### src/rtl/alu_pkg.sv
`default_nettype none
// ============================================================================
//  Module      : alu_pkg
//  Description : Shared encodings for the ALU control / multiply-divide block:
//                ALU select codes, main-control ALU classes, R-type funct
//                values and the MDU sequencer state type.
//  Revision    : 1.0  initial release
// ============================================================================
package alu_pkg;

   // ALU select presented to the execute-stage ALU
   localparam logic [3:0] ALU_NONE = 4'd0;
   localparam logic [3:0] ALU_ADD  = 4'd1;
   localparam logic [3:0] ALU_SUB  = 4'd2;
   localparam logic [3:0] ALU_AND  = 4'd3;
   localparam logic [3:0] ALU_OR   = 4'd4;
   localparam logic [3:0] ALU_SLT  = 4'd5;
   localparam logic [3:0] ALU_SLTU = 4'd6;
   localparam logic [3:0] ALU_XOR  = 4'd7;
   localparam logic [3:0] ALU_NOR  = 4'd8;

   // ALU class from the main control unit
   localparam logic [2:0] CLS_NONE  = 3'd0;
   localparam logic [2:0] CLS_ADD   = 3'd1;
   localparam logic [2:0] CLS_SUB   = 3'd2;
   localparam logic [2:0] CLS_AND   = 3'd3;
   localparam logic [2:0] CLS_OR    = 3'd4;
   localparam logic [2:0] CLS_SLT   = 3'd5;
   localparam logic [2:0] CLS_RSVD  = 3'd6;
   localparam logic [2:0] CLS_RTYPE = 3'd7;

   // R-type funct field values
   localparam logic [5:0] F_ADD   = 6'b100000;
   localparam logic [5:0] F_ADDU  = 6'b100001;
   localparam logic [5:0] F_SUB   = 6'b100010;
   localparam logic [5:0] F_SUBU  = 6'b100011;
   localparam logic [5:0] F_AND   = 6'b100100;
   localparam logic [5:0] F_OR    = 6'b100101;
   localparam logic [5:0] F_XOR   = 6'b100110;
   localparam logic [5:0] F_NOR   = 6'b100111;
   localparam logic [5:0] F_SLT   = 6'b101010;
   localparam logic [5:0] F_SLTU  = 6'b101011;
   localparam logic [5:0] F_JR    = 6'b001000;
   localparam logic [5:0] F_MFHI  = 6'b010000;
   localparam logic [5:0] F_MFLO  = 6'b010010;
   localparam logic [5:0] F_MULTU = 6'b011001;
   localparam logic [5:0] F_DIVU  = 6'b011011;

   // Multiply/divide sequencer states
   typedef enum logic [1:0] {
      ST_IDLE = 2'd0,
      ST_MUL  = 2'd1,
      ST_DIV  = 2'd2,
      ST_DONE = 2'd3
   } mdu_state_t;

endpackage : alu_pkg
`default_nettype wire

### src/rtl/mdu_iter.sv
`default_nettype none
// ============================================================================
//  Module      : mdu_iter
//  Description : Iterative unsigned multiply (shift-add) / divide (restoring)
//                datapath, one step per clock, WIDTH steps per operation.
//  Ports       : clk, rst      - clock, synchronous active-high reset
//                start_i       - load operands and begin (ignored while busy)
//                div_i         - 1 = divide, 0 = multiply (sampled on start)
//                a_i, b_i      - multiplicand/multiplier or dividend/divisor
//                done_o        - final step is taking place this cycle
//                hi_o, lo_o    - result after this cycle's step; valid to
//                                capture when done_o is high
//  Revision    : 1.0  initial release
// ============================================================================
module mdu_iter #(
   parameter int WIDTH = 32,
   parameter int CNTW  = $clog2(WIDTH)
) (
   input  logic             clk,
   input  logic             rst,
   input  logic             start_i,
   input  logic             div_i,
   input  logic [WIDTH-1:0] a_i,
   input  logic [WIDTH-1:0] b_i,
   output logic             done_o,
   output logic [WIDTH-1:0] hi_o,
   output logic [WIDTH-1:0] lo_o
);

   // acc_q : running partial product high half / partial remainder
   // low_q : multiplier being shifted out   / dividend shifting into quotient
   // opd_q : multiplicand                   / divisor
   logic             busy_q;
   logic             div_q;
   logic [CNTW-1:0]  cnt_q;
   logic [WIDTH-1:0] acc_q;
   logic [WIDTH-1:0] low_q;
   logic [WIDTH-1:0] opd_q;

   logic [WIDTH:0]   add_w;
   logic [WIDTH:0]   shift_w;
   logic             ge_w;
   logic [WIDTH-1:0] diff_w;
   logic [WIDTH-1:0] step_acc_w;
   logic [WIDTH-1:0] step_low_w;

   always_comb begin
      // Multiply: conditionally add multiplicand, then shift {acc,low} right
      add_w = low_q[0] ? ({1'b0, acc_q} + {1'b0, opd_q}) : {1'b0, acc_q};

      // Divide: shift next dividend bit into the remainder and trial-subtract.
      // The true difference is always below 2^WIDTH when ge_w holds, so the
      // truncated subtraction is exact.
      shift_w = {acc_q, low_q[WIDTH-1]};
      ge_w    = (shift_w >= {1'b0, opd_q});
      diff_w  = shift_w[WIDTH-1:0] - opd_q;

      if (div_q) begin
         step_acc_w = ge_w ? diff_w : shift_w[WIDTH-1:0];
         step_low_w = {low_q[WIDTH-2:0], ge_w};
      end else begin
         step_acc_w = add_w[WIDTH:1];
         step_low_w = {add_w[0], low_q[WIDTH-1:1]};
      end
   end

   assign done_o = busy_q && (cnt_q == CNTW'(WIDTH - 1));
   assign hi_o   = step_acc_w;
   assign lo_o   = step_low_w;

   always_ff @(posedge clk) begin
      if (rst) begin
         busy_q <= 1'b0;
         div_q  <= 1'b0;
         cnt_q  <= '0;
         acc_q  <= '0;
         low_q  <= '0;
         opd_q  <= '0;
      end else if (busy_q) begin
         acc_q <= step_acc_w;
         low_q <= step_low_w;
         cnt_q <= cnt_q + 1'b1;
         if (done_o) begin
            busy_q <= 1'b0;
         end
      end else if (start_i) begin
         busy_q <= 1'b1;
         div_q  <= div_i;
         cnt_q  <= '0;
         acc_q  <= '0;
         low_q  <= div_i ? a_i : b_i;
         opd_q  <= div_i ? b_i : a_i;
      end
   end

endmodule : mdu_iter
`default_nettype wire

### src/rtl/alu_mdu_ctrl.sv
`default_nettype none
// ============================================================================
//  Module      : alu_mdu_ctrl
//  Description : ALU control decode plus sequencing of an iterative unsigned
//                multiply/divide unit with architectural HI/LO registers.
//  Ports       : clk, rst              - clock, synchronous active-high reset
//                valid_in              - instruction present this cycle
//                alu_class, funct      - main-control class, R-type funct
//                rs_val, rt_val        - operands
//                alu_sel, jr           - ALU select, jump-register flag
//                stall                 - hold the issuing stage
//                mdu_rd, mdu_out       - MFHI/MFLO result select and value
//                div_zero              - DIVU by zero completed (one cycle)
//                ill_funct             - undecoded R-type funct
//  Revision    : 1.0  initial release
// ============================================================================
module alu_mdu_ctrl
   import alu_pkg::*;
#(
   parameter int WIDTH = 32,
   parameter int CNTW  = $clog2(WIDTH)
) (
   input  logic             clk,
   input  logic             rst,
   input  logic             valid_in,
   input  logic [2:0]       alu_class,
   input  logic [5:0]       funct,
   input  logic [WIDTH-1:0] rs_val,
   input  logic [WIDTH-1:0] rt_val,
   output logic [3:0]       alu_sel,
   output logic             jr,
   output logic             stall,
   output logic             mdu_rd,
   output logic [WIDTH-1:0] mdu_out,
   output logic             div_zero,
   output logic             ill_funct
);

   mdu_state_t       state_q, state_d;
   logic [WIDTH-1:0] hi_q, lo_q;
   logic             dz_q;

   logic             is_mfhi_w, is_mflo_w;
   logic             is_start_w, start_div_w;
   logic             mdu_start_w;
   logic             mdu_done_w;
   logic [WIDTH-1:0] mdu_hi_w, mdu_lo_w;

   // ---------------------------------------------------------------- decode
   always_comb begin
      alu_sel     = ALU_NONE;
      jr          = 1'b0;
      ill_funct   = 1'b0;
      is_mfhi_w   = 1'b0;
      is_mflo_w   = 1'b0;
      is_start_w  = 1'b0;
      start_div_w = 1'b0;
      if (valid_in) begin
         case (alu_class)
            CLS_ADD:   alu_sel = ALU_ADD;
            CLS_SUB:   alu_sel = ALU_SUB;
            CLS_AND:   alu_sel = ALU_AND;
            CLS_OR:    alu_sel = ALU_OR;
            CLS_SLT:   alu_sel = ALU_SLT;
            CLS_RTYPE: begin
               case (funct)
                  F_ADD, F_ADDU: alu_sel = ALU_ADD;
                  F_SUB, F_SUBU: alu_sel = ALU_SUB;
                  F_AND:         alu_sel = ALU_AND;
                  F_OR:          alu_sel = ALU_OR;
                  F_XOR:         alu_sel = ALU_XOR;
                  F_NOR:         alu_sel = ALU_NOR;
                  F_SLT:         alu_sel = ALU_SLT;
                  F_SLTU:        alu_sel = ALU_SLTU;
                  F_JR:          jr = 1'b1;
                  F_MFHI:        is_mfhi_w = 1'b1;
                  F_MFLO:        is_mflo_w = 1'b1;
                  F_MULTU:       is_start_w = 1'b1;
                  F_DIVU: begin
                     is_start_w  = 1'b1;
                     start_div_w = 1'b1;
                  end
                  default:       ill_funct = 1'b1;
               endcase
            end
            default:   alu_sel = ALU_NONE;   // none and reserved class
         endcase
      end
   end

   assign mdu_rd  = is_mfhi_w | is_mflo_w;
   assign mdu_out = is_mfhi_w ? hi_q : (is_mflo_w ? lo_q : '0);

   // ----------------------------------------------------------- sequencer
   // A start is only honoured from IDLE: in MUL/DIV/DONE the presented
   // instruction is the held MULTU/DIVU itself and must not re-issue.
   always_comb begin
      state_d     = state_q;
      stall       = 1'b0;
      mdu_start_w = 1'b0;
      case (state_q)
         ST_IDLE: begin
            if (is_start_w) begin
               stall       = 1'b1;
               mdu_start_w = 1'b1;
               state_d     = start_div_w ? ST_DIV : ST_MUL;
            end
         end
         ST_MUL, ST_DIV: begin
            stall = 1'b1;
            if (mdu_done_w) begin
               state_d = ST_DONE;
            end
         end
         ST_DONE: state_d = ST_IDLE;
         default: state_d = ST_IDLE;
      endcase
   end

   assign div_zero = (state_q == ST_DONE) && dz_q;

   always_ff @(posedge clk) begin
      if (rst) begin
         state_q <= ST_IDLE;
         hi_q    <= '0;
         lo_q    <= '0;
         dz_q    <= 1'b0;
      end else begin
         state_q <= state_d;
         if (mdu_start_w) begin
            dz_q <= start_div_w && (rt_val == '0);
         end
         if ((state_q == ST_MUL || state_q == ST_DIV) && mdu_done_w) begin
            hi_q <= mdu_hi_w;
            lo_q <= mdu_lo_w;
         end
      end
   end

   // -------------------------------------------------------------- datapath
   mdu_iter #(
      .WIDTH (WIDTH),
      .CNTW  (CNTW)
   ) u_mdu_iter (
      .clk     (clk),
      .rst     (rst),
      .start_i (mdu_start_w),
      .div_i   (start_div_w),
      .a_i     (rs_val),
      .b_i     (rt_val),
      .done_o  (mdu_done_w),
      .hi_o    (mdu_hi_w),
      .lo_o    (mdu_lo_w)
   );

endmodule : alu_mdu_ctrl
`default_nettype wire

### config.mk
export PLATFORM = sky130hd
export DESIGN_NAME = alu_mdu_ctrl
export DESIGN_NICKNAME = d
export VERILOG_FILES = /design/src/rtl/alu_pkg.sv /design/src/rtl/mdu_iter.sv /design/src/rtl/alu_mdu_ctrl.sv
export SDC_FILE = /design/constraint.sdc
export NUM_CORES = 1
export LEC_CHECK = 0
export BUFFER_PORTS_ARGS = -buffer_cell sky130_fd_sc_hd__clkbuf_2
export CAP_MARGIN = 5
export CORE_MARGIN = 8
export CORE_UTILIZATION = 42
export DETAILED_ROUTE_END_ITERATION = 7
export GPL_TIMING_DRIVEN = 0
export PLACE_DENSITY_LB_ADDON = 0.2
export SETUP_SLACK_MARGIN = 0.3
export SYNTH_ARGS = -nofsm -noshare
export SYNTH_HDL_FRONTEND = slang
export SYNTH_SLANG_ARGS = --single-unit
export TNS_END_PERCENT = 30
### constraint.sdc
create_clock -name clk -period 3.95 [get_ports clk]
set_input_delay 0.395 -clock clk [delete_from_list [all_inputs] [get_ports clk]]
set_output_delay 0.395 -clock clk [all_outputs]
set_load 0.005 [all_outputs]
==> results by group <==
Clock network
  – CTS tree: yes
  – Clock transition at path regs: 0.07 ns
  – Num CTS Buffers: 17
  – Worst-skew pair later-pin latency: 0.43 ns
  – Cts-stage hold buffer count: 0
  – CTS sink count: 170
  – Clock tree buffer depth: 2
  – Deepest level of the CTS H-tree: 4
  – CTS Root Cell: sky130_fd_sc_hd__clkbuf_16

Logic synthesis
  – Mapped Avg Cell Area: 7.41 µm²
  – Nets in the synthesized netlist: 1,846
  – Synthesized area: 0.0126 mm²
  – Portion of synthesized cell area occupied by the leading cell type: 27.0%
  – Number of distinct library cells after synthesis: 75
  – Post-synth EDFFs: 0
  – Synth area leaders: sky130_fd_sc_hd__dfxtp_1 27%, sky130_fd_sc_hd__nand2_1 7.9%, sky130_fd_sc_hd__ha_1 7.0%
  – Register area share after synthesis: 27.0%
  – Number of flip-flops and latches in the synthesized netlist: 170
  – Most used flip-flop cell after synthesis: sky130_fd_sc_hd__dfxtp_1
  – Yosys warning count: 0
  – Proportion of synthesized flip-flops having asynchronous set or reset: 0%
  – Mapped Cells: 1,698
  – Synth area leader: sky130_fd_sc_hd__dfxtp_1

Worst setup path
  – Data arrival, critical path: 3.86 ns
  – Master of the slowest instance on the critical path: sky130_fd_sc_hd__dfxtp_1
  – Buffers and inverters on the worst path: 2
  – Largest delay share family, worst path: compound AO/OA/AOI/OAI gates
  – Worst reg2reg setup slack: 0.38 ns
  – Critical-path cell list: inv_1 -> ha_2 -> and3_1 -> nand3_1 -> or3_1 -> a211o_1 -> a21bo_2 -> nand2_1 -> buf_6 -> mux2_1 -> a21oi_1 -> o21ai_0
  – Max FO, Critical Path: 10
  – Type of origin of the critical path: register
  – Critical path class: register to register
  – Data required time at the worst endpoint: 4.24 ns
  – Capturing element type of the critical path: register
  – Maximum single-stage delay on the critical path: 0.47 ns

Final layout
  – # nets final: 1,982
  – Fillers: 3,029
  – Antenna cell count: 0
  – Layout area overhead: 14.3%
  – Non-Filler Cell Area, Final: 0.0144 mm²
  – Storage element area: 0.00341 mm²
  – Multi-input gate area: 0.00859 mm²
  – Finished Layout Cells: 2,237
  – Fraction of final layout cells sized beyond drive strength 1: 12.0%

STA
  – Top achievable clock speed: 0.280 GHz
  – Pins Over Slew Limit: 0
  – Final setup violation count: 0
  – Fin. Hold Viols: 0
  – Rel. slew slack: 19.3%
  – RSZ-0062 raised after global routing: yes
  – Measured slew at the worst slew-check pin: 1.20 ns
  – Fin worst setup slack: 0.382 ns
  – Worst clock skew: 0.0112 ns
  – Final TNS setup: 0 ns
  – Minimum clock period after layout: 3.57 ns
  – Final critical-path share of the clock period: 90.3%
  – Worst hold margin: 0.220 ns

Route
  – Avg Vias per Cell: 5.98
  – # DRC: 0
  – Met2 routed wirelength: 21,700 µm
  – Number of iterations in the first detailed-routing pass: 5
  – Met3 wire len: 3410 µm
  – Wl on met1: 21,100 µm
  – Post-Route WL: 47,900 µm
  – Highest layer used for signal routing: met4
  – Starting DRC count in detailed routing: 1,207
  – Post-detailed-route count of antenna-violating nets: 0
  – Wire length per cell after detailed routing: 21.4 µm
  – Number of vias after detailed routing: 13,400

Placement
  – Placed cells: 2,201
  – Placed Instance Area: 0.0136 mm²
  – # port buffers: 113
  – Pre-CTS worst setup slack: 0.0277 ns
  – Routability congestion estimate from global placement: 0.970
  – Placed wire-length estimate after detailed placement: 38,100 µm

Die
  – Row cnt: 63
  – Core region area: 0.0296 mm²
  – I/O pin total: 117
  – Vertical die dimension: 189 µm
  – Initial Utilization: 42.6%
  – Die outline width: 189 µm
  – Overall die area: 0.0358 mm²

Global route
  – Maximum number of pins on one net before global-route repair: 17
  – Overflow left after global routing: 0
  – Initial antenna violation count: 0
  – GRT Overall Usage: 26.3%
  – Number of global-route vias before repair: 13,100
  – First-pass GRT wire length: 74,100 µm

Job
  – Number of maximum-capacitance violations: 0

Pwr
  – Worst vdd rail ir drop: 0.338 mV
  – Leakage: 5.59 nW
  – Power density relative to cell area: 270 mW/mm²

Worst hold path
  – Tightest Hold Check Type: input port to register

Run status
  – Outcome: complete, no violations
[worst paths after layout]
kind,from,to,cells after the start
setup / recovery,u_mdu_iter.opd_q[22],hi_q[11],12
setup reg to reg,u_mdu_iter.opd_q[22],hi_q[11],12
hold / removal,rs_val[29],u_mdu_iter.opd_q[29],3
hold reg to reg,lo_q[0],lo_q[0],2
[worst register-to-register path, stage by stage, from the launching register on]
cell	delay [ns]
sky130_fd_sc_hd__dfxtp_1	0.47
sky130_fd_sc_hd__inv_1	0.08
sky130_fd_sc_hd__ha_2	0.43
sky130_fd_sc_hd__and3_1	0.27
sky130_fd_sc_hd__nand3_1	0.12
sky130_fd_sc_hd__or3_1	0.37
sky130_fd_sc_hd__a211o_1	0.34
sky130_fd_sc_hd__a21bo_2	0.27
sky130_fd_sc_hd__nand2_1	0.10
sky130_fd_sc_hd__buf_6	0.18
sky130_fd_sc_hd__mux2_1	0.35
sky130_fd_sc_hd__a21oi_1	0.30
sky130_fd_sc_hd__o21ai_0	0.15
[cells in the final DEF, fill, tap and decap left out, types with 34 or more instances in the layout]
cell	netlist	layout
sky130_fd_sc_hd__nand2_1	264	264
sky130_fd_sc_hd__o21ai_0	74	74
sky130_fd_sc_hd__a211oi_1	62	60
sky130_fd_sc_hd__clkbuf_2	0	113
sky130_fd_sc_hd__inv_1	54	54
sky130_fd_sc_hd__nor2_1	200	200
sky130_fd_sc_hd__a311oi_1	34	34
sky130_fd_sc_hd__dfxtp_1	170	168
sky130_fd_sc_hd__ha_1	70	68
sky130_fd_sc_hd__a21oi_1	156	155
sky130_fd_sc_hd__mux2i_1	75	75
sky130_fd_sc_hd__clkbuf_1	98	98
[logic make-up after synthesis]
logic type	Yosys count	synth area share (%)
AOI/OAI and AO/OA	501	26.2
xor gates and xnor gates	49	3.41
adders and majority gates	72	7.27
buffers and inverters	172	5.28
DFF	170	27.0
muxes	110	9.09
and+or+nand+nor	624	21.7
[power breakdown]
part	total (W)	switching, W	internal [W]
Clock	0.00184	0.000739	0.00110
Combinational	0.000316	0.000202	0.000114
Sequential	0.00173	0.00000684	0.00172
Total	0.00388	0.000948	0.00293
[final cells by class]
type,instances,share of cell area [%]
repair buffers,117,4.14
inverters,55,1.43
clock inverters,13,1.33
flip-flops and latches,170,23.7
multi-input cells,1356,59.7
clock buffers,19,3.15
well taps,390,3.39
plain buffers,117,3.18
[metal layers]
| layer | GRT usage [%] | vias up |
|---|---|---|
| met5 | 0 | - |
| li1 | - | 6411 |
| met4 | 10.3 | 0 |
| met3 | 3.77 | 89 |
| met2 | 43.2 | 528 |
| met1 | 34.2 | 6359 |
[cell usage after synthesis (22+ instances only)]
cell,count
sky130_fd_sc_hd__ha_1,70
sky130_fd_sc_hd__nand3b_1,22
sky130_fd_sc_hd__a211oi_1,62
sky130_fd_sc_hd__a21o_1,33
sky130_fd_sc_hd__a311oi_1,34
sky130_fd_sc_hd__dfxtp_1,170
sky130_fd_sc_hd__mux2i_1,75
sky130_fd_sc_hd__nor2_1,200
sky130_fd_sc_hd__inv_1,54
sky130_fd_sc_hd__a21oi_1,156
sky130_fd_sc_hd__nor3_1,27
sky130_fd_sc_hd__xnor2_1,29
sky130_fd_sc_hd__o21ai_0,74
sky130_fd_sc_hd__mux2_2,30
sky130_fd_sc_hd__nand2_1,264
sky130_fd_sc_hd__clkbuf_1,98
[repair_timing]
action | CTS | global route
resized for setup | 3 | 14
endpoints found under the setup margin | 6 | 44
buffers inserted | 1 | 3
pin swaps | 2 | 5
[metrics by stage]
step / util, % / power (W)
6_report: 48.7 / 0.00388
4_1_cts: 48.4 / 0.00389
3_5_place_dp: 46.2 / 0.00207
5_1_grt: 48.7 / 0.00400
3_3_place_gp: 46.2 / 0.00207
2_1_floorplan: - / 0.00194
[flip-flops by register name, summed over array words and instances, names as in the netlist]
signal	flops
hi_q	32
lo_q	32
u_mdu_iter.acc_q	32
u_mdu_iter.low_q	32
u_mdu_iter.opd_q	32
u_mdu_iter.cnt_q	5
state_q	2
dz_q	1
u_mdu_iter.busy_q	1
u_mdu_iter.div_q	1
Note: power is estimated with default switching activity, not from simulation.
